$ cat src/rtl/npc_pkg.sv
// npc_pkg: next-PC select codes shared with the controller, plus delay-slot FSM states.
package npc_pkg;
  localparam logic [2:0] NPC_SEQ  = 3'b000;
  localparam logic [2:0] NPC_BEQ  = 3'b001;
  localparam logic [2:0] NPC_J    = 3'b010;
  localparam logic [2:0] NPC_JAL  = 3'b011;
  localparam logic [2:0] NPC_JR   = 3'b100;
  localparam logic [2:0] NPC_JALR = 3'b101;
  typedef enum logic {ST_NORMAL, ST_SLOT} ds_state_t;
endpackage

$ cat src/rtl/ras_stack.sv
// ras_stack: circular return-address stack; a push when full overwrites the oldest entry.
module ras_stack #(
  parameter int ADDR_W    = 32,
  parameter int RAS_DEPTH = 4
) (
  input  logic              clk,
  input  logic              reset,
  input  logic              push,
  input  logic              pop,
  input  logic [ADDR_W-1:0] wdata,
  output logic [ADDR_W-1:0] top,
  output logic              empty,
  output logic              full
);
  localparam int PW = $clog2(RAS_DEPTH);
  logic [ADDR_W-1:0] mem [RAS_DEPTH];
  logic [PW-1:0] ptr, top_idx;
  logic [PW:0] count;
  assign empty   = count == '0;
  assign full    = count == (PW+1)'(RAS_DEPTH);
  assign top_idx = ptr - 1'b1;
  assign top     = empty ? '0 : mem[top_idx];
  always_ff @(posedge clk or posedge reset) begin
    if (reset) begin
      ptr   <= '0;
      count <= '0;
    end else if (push) begin
      ptr   <= ptr + 1'b1;
      count <= full ? count : count + 1'b1;
    end else if (pop && !empty) begin
      ptr   <= ptr - 1'b1;
      count <= count - 1'b1;
    end
  end
  // ptr always addresses the oldest slot once full, so wrap-around overwrites it
  always_ff @(posedge clk) begin
    if (push) mem[ptr] <= wdata;
  end
endmodule

$ cat src/rtl/npc_ras.sv
// npc_ras: registered fetch PC with next-PC mux, optional delay-slot FSM and return-address stack.
module npc_ras
  import npc_pkg::*;
#(
  parameter int                ADDR_W     = 32,
  parameter logic [ADDR_W-1:0] RESET_PC   = 32'h0000_3000,
  parameter int                RAS_DEPTH  = 4,
  parameter int                DELAY_SLOT = 0
) (
  input  logic              clk,
  input  logic              reset,
  input  logic              stall,
  input  logic [2:0]        npc_slc,
  input  logic              br_taken,
  input  logic [25:0]       imm26,
  input  logic [ADDR_W-1:0] offset,
  input  logic [ADDR_W-1:0] rs_val,
  output logic [ADDR_W-1:0] pc,
  output logic [ADDR_W-1:0] pc_4,
  output logic [ADDR_W-1:0] link_addr,
  output logic [ADDR_W-1:0] ras_top,
  output logic              ras_hit,
  output logic              ras_empty,
  output logic              ras_full
);
  ds_state_t state, state_next;
  logic [ADDR_W-1:0] pend, pc_next, tgt, br_tgt, j_tgt;
  logic [2:0] sel;
  logic redirect, in_slot, push, pop;
  assign sel       = npc_slc > NPC_JALR ? NPC_SEQ : npc_slc;
  assign pc_4      = pc + ADDR_W'(4);
  assign link_addr = pc + ADDR_W'(DELAY_SLOT != 0 ? 8 : 4);
  assign br_tgt    = pc_4 + (offset << 2);
  assign j_tgt     = (pc_4 & ~ADDR_W'(28'hFFF_FFFF)) | ADDR_W'({imm26, 2'b00});
  assign redirect  = sel != NPC_SEQ && !(sel == NPC_BEQ && !br_taken);
  assign in_slot   = DELAY_SLOT != 0 && state == ST_SLOT;
  always_comb begin
    tgt = (sel == NPC_BEQ && br_taken) ? br_tgt :
          (sel == NPC_J || sel == NPC_JAL) ? j_tgt :
          (sel == NPC_JR || sel == NPC_JALR) ? rs_val : pc_4;
    state_next = (DELAY_SLOT != 0 && !in_slot && redirect) ? ST_SLOT : ST_NORMAL;
    pc_next = in_slot ? pend : (state_next == ST_SLOT) ? pc_4 : tgt;
  end
  always_ff @(posedge clk or posedge reset) begin
    if (reset) begin
      pc    <= RESET_PC;
      state <= ST_NORMAL;
      pend  <= '0;
    end else if (!stall) begin
      pc    <= pc_next;
      state <= state_next;
      if (state_next == ST_SLOT) pend <= tgt;
    end
  end
  // the delay slot is not a real control transfer, so it never touches the RAS
  assign push    = !stall && !in_slot && (sel == NPC_JAL || sel == NPC_JALR);
  assign pop     = !stall && !in_slot && sel == NPC_JR;
  assign ras_hit = npc_slc == NPC_JR && !ras_empty && rs_val == ras_top;
  ras_stack #(.ADDR_W(ADDR_W), .RAS_DEPTH(RAS_DEPTH)) u_ras (
    .clk(clk),
    .reset(reset),
    .push(push),
    .pop(pop),
    .wdata(link_addr),
    .top(ras_top),
    .empty(ras_empty),
    .full(ras_full)
  );
endmodule

$ cat config.mk
export PLATFORM = sky130hd
export DESIGN_NAME = npc_ras
export DESIGN_NICKNAME = d
export VERILOG_FILES = /design/src/rtl/npc_pkg.sv /design/src/rtl/ras_stack.sv /design/src/rtl/npc_ras.sv
export SDC_FILE = /design/constraint.sdc
export NUM_CORES = 1
export LEC_CHECK = 0
export CAP_MARGIN = 20
export CORE_MARGIN = 2
export CORE_UTILIZATION = 40
export DETAILED_ROUTE_END_ITERATION = 6
export PLACE_DENSITY = 0.7
export SLEW_MARGIN = 20
export SYNTH_ARGS = -nofsm -noshare
export SYNTH_HDL_FRONTEND = slang
export SYNTH_SLANG_ARGS = --single-unit
$ cat constraint.sdc
create_clock -name clk -period 5.3 [get_ports clk]
set_input_delay 1.59 -clock clk [delete_from_list [all_inputs] [get_ports clk]]
set_output_delay 1.59 -clock clk [all_outputs]
set_load 0.01 [all_outputs]
==> flow_summary_export.csv, run 1 <==
group,metric,value,unit
clock_tree,post-cts-setup-buffer-count,0,
setup_path,crit_required,3.71,ns
detailed_routing,dr.pass1.iters,5,
power_and_ir_drop,combPwrFrac,52.5,%
floorplanning,die_area,27000,µm²
global_route,grt_antenna_before_repair,2,
yosys,async_flop_share,22.4,%
yosys,ys_warn_count,0,
sta,period_needed,5.13,ns
setup_path,crit_type,"flip-flop to output pin",
setup_path,cp-start-kind,"flip-flop",
floorplanning,rows,58,
power_and_ir_drop,ir_worst_vdd,0.254,mV
place,globalplace.congestion,0.875,
worst_hold_path,holdCritPathClass,"flip-flop to flip-flop",
detailed_routing,drc,0,
detailed_routing,vias_per_cell,5.76,
sta,fmax,0.195,GHz
power_and_ir_drop,p_per_area,461,nW/µm²
clock_tree,cts_sinks,165,
setup_path,cp_slowest_cell,"nor4_4",
clock_tree,root_buffer,"clkbuf_16",
yosys,ys_seq_area_share,46.4,%
place,dp_hpwl,25800,µm
floorplanning,die_w,164,µm
power_and_ir_drop,seq_power_share,27.1,%
setup_path,cp_max_fo,8,
global_route,grt_remaining_overflow,0,
sta,period_share,96.8,%
sta,setup_viol,0,
yosys,synth_area_per_cell,11.3,µm²
detailed_routing,drt-total-wl,34400,µm
clock_tree,clock_latency,0.42,ns
yosys,synth_common_cells,"128 x edfxtp_1, 77 x nor2_1, 49 x a21oi_1",
floorplanning,core-area,25300,µm²
power_and_ir_drop,p_switching,2330,µW
setup_path,reg2reg_from,"pc[9]$_DFFE_PP0N_",
detailed_routing,postRouteAntennaNets,0,
sta,worst_pin_slew,1.12,ns
power_and_ir_drop,swShare,37.3,%
yosys,synth-edff-count,128,
setup_path,arrival,3.54,ns
sta,rsz0062_at_grt,"false",
global_route,grt_max_degree,63,
sta,slew_headroom,25.1,%
yosys,synth_area,10300,µm²
final_layout,fillCellCount,2187,
setup_path,worstReg2RegEnd,"pc[29]$_DFFE_PP0N_",
detailed_routing,wl_per_cell,23.4,µm
yosys,post-synth-top-count-cell,"edfxtp_1",
clock_tree,clockBufferDepth,2,
power_and_ir_drop,p_leak,0.00501,µW
place,post_dp_cell_area,12900,µm²
detailed_routing,drt_iter0_markers,779,
clock_tree,cts_buffers,17,
power_and_ir_drop,internal_power,3910,µW
worst_hold_path,worst_hold_path.endpoint,"u_ras.count[2]$_DFFE_PP0P_",
run_status,status,"complete, no violations",
setup_path,worstRegToRegCells,12,
sta,fin_ws,0.168,ns
yosys,synth.area.top_cells,"edfxtp_1 37%, dfrtp_1 8.5%, mux4_2 7.0%",
place,port_buffers,225,
final_layout,drive_gt1_share,12.5,%
worst_hold_path,hold_depth,1,
sta,hold_viol,0,
sta,finClkSkew,0.0103,ns
final_layout,nNetsFinal,1262,
global_route,grt.total_usage,25.4,%
final_layout,stdcell_area,13500,µm²
setup_path,reg2reg_slack,1.10,ns
yosys,synth_cell_types,78,
final_layout,area_growth,31.3,%
setup_path,crit_chain,"nand4_2 -> nor4_4 -> nand2_4 -> nor2_1 -> xor2_1 -> clkdlybuf4s50_1",
sta,setup_tns,0,ns
clock_tree,path_clk_slew,0.07,ns
global_route,grt_first_pass_wirelength,50100,µm
clock_tree,htreeDepth,4,
setup_path,cp-end-kind,"output pin",
yosys,syn_nets,1047,
clock_tree,cts_tree,"yes",
yosys,netlist_instances,908,
flow_run,maxCapViolations,0,
yosys,synth_flop_cell,"edfxtp_1",
yosys,synth_area_leader_cell,"edfxtp_1",
power_and_ir_drop,p_clk_share,20.4,%
yosys,synth_top_area_share,37.3,%
floorplanning,die_height,164,µm
place,dpl_worst_slack,-0.0314,ns
worst_hold_path,worstHoldStart,"u_ras.count[2]$_DFFE_PP0P_",
floorplanning,initial_core_util,40.8,%
global_route,grt_pass1_vias,8230,
detailed_routing,dr_total_vias,8449,
yosys,synth-seq-cells,165,
floorplanning,pin_count,228,
sta,slew_violations,0,
setup_path,critPathMaxStageDelay,0.68,ns
-- worst max-delay path: cells and delay by family, from the launching register on --
family | cells | cell delay (ns)
flip-flops | 1 | 0.51
XOR/XNOR | 1 | 0.65
AND/OR/NAND/NOR | 4 | 1.27
buffers and inverters | 1 | 0.68
-- how the worst max path moves through the flow --
stage	cells after the start	slack, ns	end	start
detailed placement	8	-0.03	ras_hit	rs_val[27]
floorplan	12	0.53	ras_hit	u_ras.ptr[0]$_DFFE_PP0P_
CTS	6	0.21	link_addr[28]	pc[9]$_DFFE_PP0N_
global route	5	0.03	pc_4[30]	pc[9]$_DFFE_PP0N_
finish	6	0.17	link_addr[28]	pc[9]$_DFFE_PP0N_
global placement	8	-0.01	ras_hit	rs_val[27]
-- kinds of logic after synthesis --
family,Yosys count,synth area share [%]
AOI/OAI and AO/OA,198,12.7
xor gates and xnor gates,88,7.56
adders and majority gates,42,5.25
buffers and inverters,100,5.43
DFF,165,46.4
muxes,50,8.81
and+or+nand+nor,265,13.8
-- cell usage in the layout (no fill, tap or decap), types with 6 or more instances in the layout --
cell,n
clkdlybuf4s50_1,222
edfxtp_1,128
nor2_1,77
a21oi_1,49
xor2_1,46
nand2_1,45
buf_4,44
xnor2_1,41
ha_1,40
o21ai_0,35
dfrtp_1,34
mux4_2,32
nor2b_1,26
inv_1,22
a211oi_1,21
clkbuf_16,21
nand4_1,19
nand3_1,17
a21o_1,17
nor3_1,14
nor4_1,13
mux2i_1,13
and2b_1,10
o21a_1,9
o211ai_1,9
o22ai_1,8
nand2b_1,7
o21ai_1,6
-- per-layer routing --
metal	vias up	track usage (%)	share of wire (%)	routed length [µm]
met5	-	0	0.029	10
met4	2	8.81	3.2	1090
met3	58	5.75	9.6	3280
met2	434	40.7	46	15900
met1	4134	34.0	41	14100
li1	3821	-	-	-
-- state kept, by name, summed over array words and instances, names as in the netlist --
signal,cells
u_ras.mem,128
u_ras.ptr,2
u_ras.count,3
pc,32
-- stage by stage --
stage	hold slack, ns	util (%)	total power, µW	instances
after floorplan	0.478	-	3550	908
after global placement	0.525	51.1	4950	1434
after detailed placement	0.537	51.1	4970	1434
after CTS	0.542	53.5	6250	1466
after global routing	0.558	53.5	6520	1467
final	0.553	53.5	6230	1468
-- repair_timing --
action	in CTS	in global routing
gates resized for setup	1	0
hold endpoints to repair	0	0
endpoints found under the setup margin	1	0
hold buffers	0	0
-- area by class of cell --
cell class	count	area, µm²	share of cell area [%]
clock buffer	22	529	3.91
inverter	23	86.3	0.639
timing repair buffer	273	2650	19.6
antenna	2	5.00	0.0370
clock inverter	10	95.1	0.703
sequential	165	4770	35.3
tap	330	413	3.05
multi-input combinational	643	4970	36.7
-- power by group through the flow --
stage	logic (µW)	registers, µW	clock network, µW
after floorplan	1850	1700	0
after global placement	3240	1710	0
after detailed placement	3260	1710	0
after CTS	3290	1690	1280
after global routing	3490	1700	1320
final	3270	1690	1270
No activity file was read; power rests on OpenSTA's default activity.
==> inputs of run 2 (changes only) <==
==> constraint.sdc (replaced) <==
create_clock -name clk -period 5.65 [get_ports clk]
set_input_delay 1.695 -clock clk [delete_from_list [all_inputs] [get_ports clk]]
set_output_delay 1.695 -clock clk [all_outputs]
set_load 0.01 [all_outputs]
==> flow_summary_export.csv, run 2 (synthesis results as in run 1) <==
group,metric,value,unit
sta,slew_violations,0,
final_layout,largest_register,"u_ras.mem",
sta,setup_tns,0,ns
detailed_routing,wl_per_cell,23.4,µm
sta,fmax,0.180,GHz
floorplanning,die_area,27000,µm²
detailed_routing,drt-total-wl,34200,µm
setup_path,cp_slowest_cell,"clkdlybuf4s50_1",
final_layout,top_regs,"u_ras.mem x128, pc x32, u_ras.count x3",
detailed_routing,drt_iter0_markers,836,
power_and_ir_drop,p_per_area,435,nW/µm²
final_layout,nNetsFinal,1256,
floorplanning,die_w,164,µm
place,dp_hpwl,26100,µm
final_layout,area_growth,31.0,%
global_route,grt_antenna_before_repair,0,
clock_tree,hold_buffers,0,
final_layout,layout_commonest_cell,"clkdlybuf4s50_1",
clock_tree,ctsResizeCount,0,
clock_tree,path_clk_slew,0.06,ns
detailed_routing,drc,0,
final_layout,stdcell_count,1460,
final_layout,largest_reg_flops,128,
sta,worst_pin_slew,1.08,ns
detailed_routing,dr_total_vias,8391,
setup_path,cp-start-kind,"primary input",
flow_run,maxCapViolations,0,
sta,hold_viol,0,
clock_tree,cts_tree,"yes",
power_and_ir_drop,p_leak,0.00499,µW
floorplanning,initial_core_util,40.8,%
sta,rsz0062_at_grt,"false",
setup_path,cp-end-kind,"output pin",
setup_path,cp_max_fo,2,
setup_path,crit_chain,"clkdlybuf4s50_1 -> xor2_1 -> nor4_1 -> nand4_1 -> nor4_2 -> clkdlybuf4s50_1",
clock_tree,htreeDepth,4,
final_layout,antenna_cells,0,
global_route,grt_max_degree,63,
setup_path,arrival,3.85,ns
setup_path,crit_required,3.95,ns
sta,period_needed,5.55,ns
place,globalplace.congestion,0.861,
power_and_ir_drop,power.total,5860,µW
sta,finClkSkew,0.00750,ns
detailed_routing,dr.pass1.iters,5,
clock_tree,cts_buffers,17,
floorplanning,core-area,25300,µm²
setup_path,critPathMaxStageDelay,0.60,ns
sta,slew_headroom,27.3,%
setup_path,crit_type,"primary input to output pin",
place,port_buffers,225,
clock_tree,post-cts-setup-buffer-count,0,
sta,period_share,98.2,%
final_layout,layout_common_cells,"223 x clkdlybuf4s50_1, 128 x edfxtp_1, 77 x nor2_1, 49 x a21oi_1, 46 x xor2_1",
run_status,status,"complete, no violations",
setup_path,cp_num_buf_inv,2,
power_and_ir_drop,ir_worst_vdd,0.310,mV
floorplanning,pin_count,228,
setup_path,crit_top_cell,"clkdlybuf4s50_1",
detailed_routing,vias_per_cell,5.75,
global_route,grt.total_usage,25.5,%
global_route,grt_remaining_overflow,0,
floorplanning,rows,58,
global_route,grt_first_pass_wirelength,50100,µm
worst_hold_path,holdCritPathClass,"flip-flop to flip-flop",
clock_tree,clock_latency,0.43,ns
floorplanning,die_height,164,µm
clock_tree,clockBufferDepth,2,
sta,setup_viol,0,
clock_tree,root_buffer,"clkbuf_16",
setup_path,crit_family,"buffers and inverters",
global_route,grt_pass1_vias,8007,
clock_tree,cts_sinks,165,
place,dp_cells,1428,
final_layout,drive_gt1_share,12.2,%
detailed_routing,postRouteAntennaNets,0,
==> run 2: cell types whose count changed in the layout (fill, tap and decap cells not counted), moves of 2 or more <==
| cell | delta |
|---|---|
| xnor2_2 | +2 |
| inv_6 | -3 |
| buf_12 | -4 |
| bufinv_16 | +2 |
| inv_8 | -3 |
| buf_4 | -2 |
| xnor2_1 | -2 |
| clkbuf_8 | +3 |
| diode_2 | -2 |
==> run 2: per-stage QoR <==
stage	hold slack, ns	utilization (%)	setup slack, ns	cell area, µm²
after floorplan	0.478	-	0.777	10300
after global placement	0.512	50.7	0.0620	12800
after detailed placement	0.534	50.7	0.0770	12800
after CTS	0.542	53.3	0.0656	13500
after global routing	0.570	53.4	0.0136	13500
final	0.554	53.4	0.104	13500
==> run 2: worst paths after layout <==
path / start / depth (start not counted) / slack [ns] / to
max in group asynchronous: reset / 3 / 3.56 / pc[12]$_DFFE_PP1N_
max: rs_val[27] / 6 / 0.10 / ras_hit
min reg2reg: u_ras.count[2]$_DFFE_PP0P_ / 1 / 0.55 / u_ras.count[2]$_DFFE_PP0P_
min in group asynchronous: reset / 3 / 1.69 / pc[0]$_DFFE_PP0P_
max reg2reg: pc[4]$_DFFE_PP0N_ / 15 / 1.10 / pc[28]$_DFFE_PP0N_
min: u_ras.count[2]$_DFFE_PP0P_ / 1 / 0.55 / u_ras.count[2]$_DFFE_PP0P_
==> run 2: report_power, final <==
part | switching (µW) | internal (µW) | total (µW)
registers | 117 | 1470 | 1580
clock network | 466 | 796 | 1260
logic | 1540 | 1480 | 3020
total | 2120 | 3740 | 5860
==> run 2: routing by layer <==
metal	vias to the layer above	global-route usage (%)	part of all wire [%]
li1	3806	-	-
met1	4134	34.5	41
met2	401	40.5	46
met3	50	6.05	9.4
met4	0	8.46	2.8
met5	-	0	0
==> run 2: cell type report <==
type	count	area (µm²)
well taps	330	413
repair buffers	267	2560
clock inverters	7	100
inverters	23	86.3
fillers	2198	11800
flip-flops and latches	165	4770
multi-input cells	643	4980
clock buffers	25	571
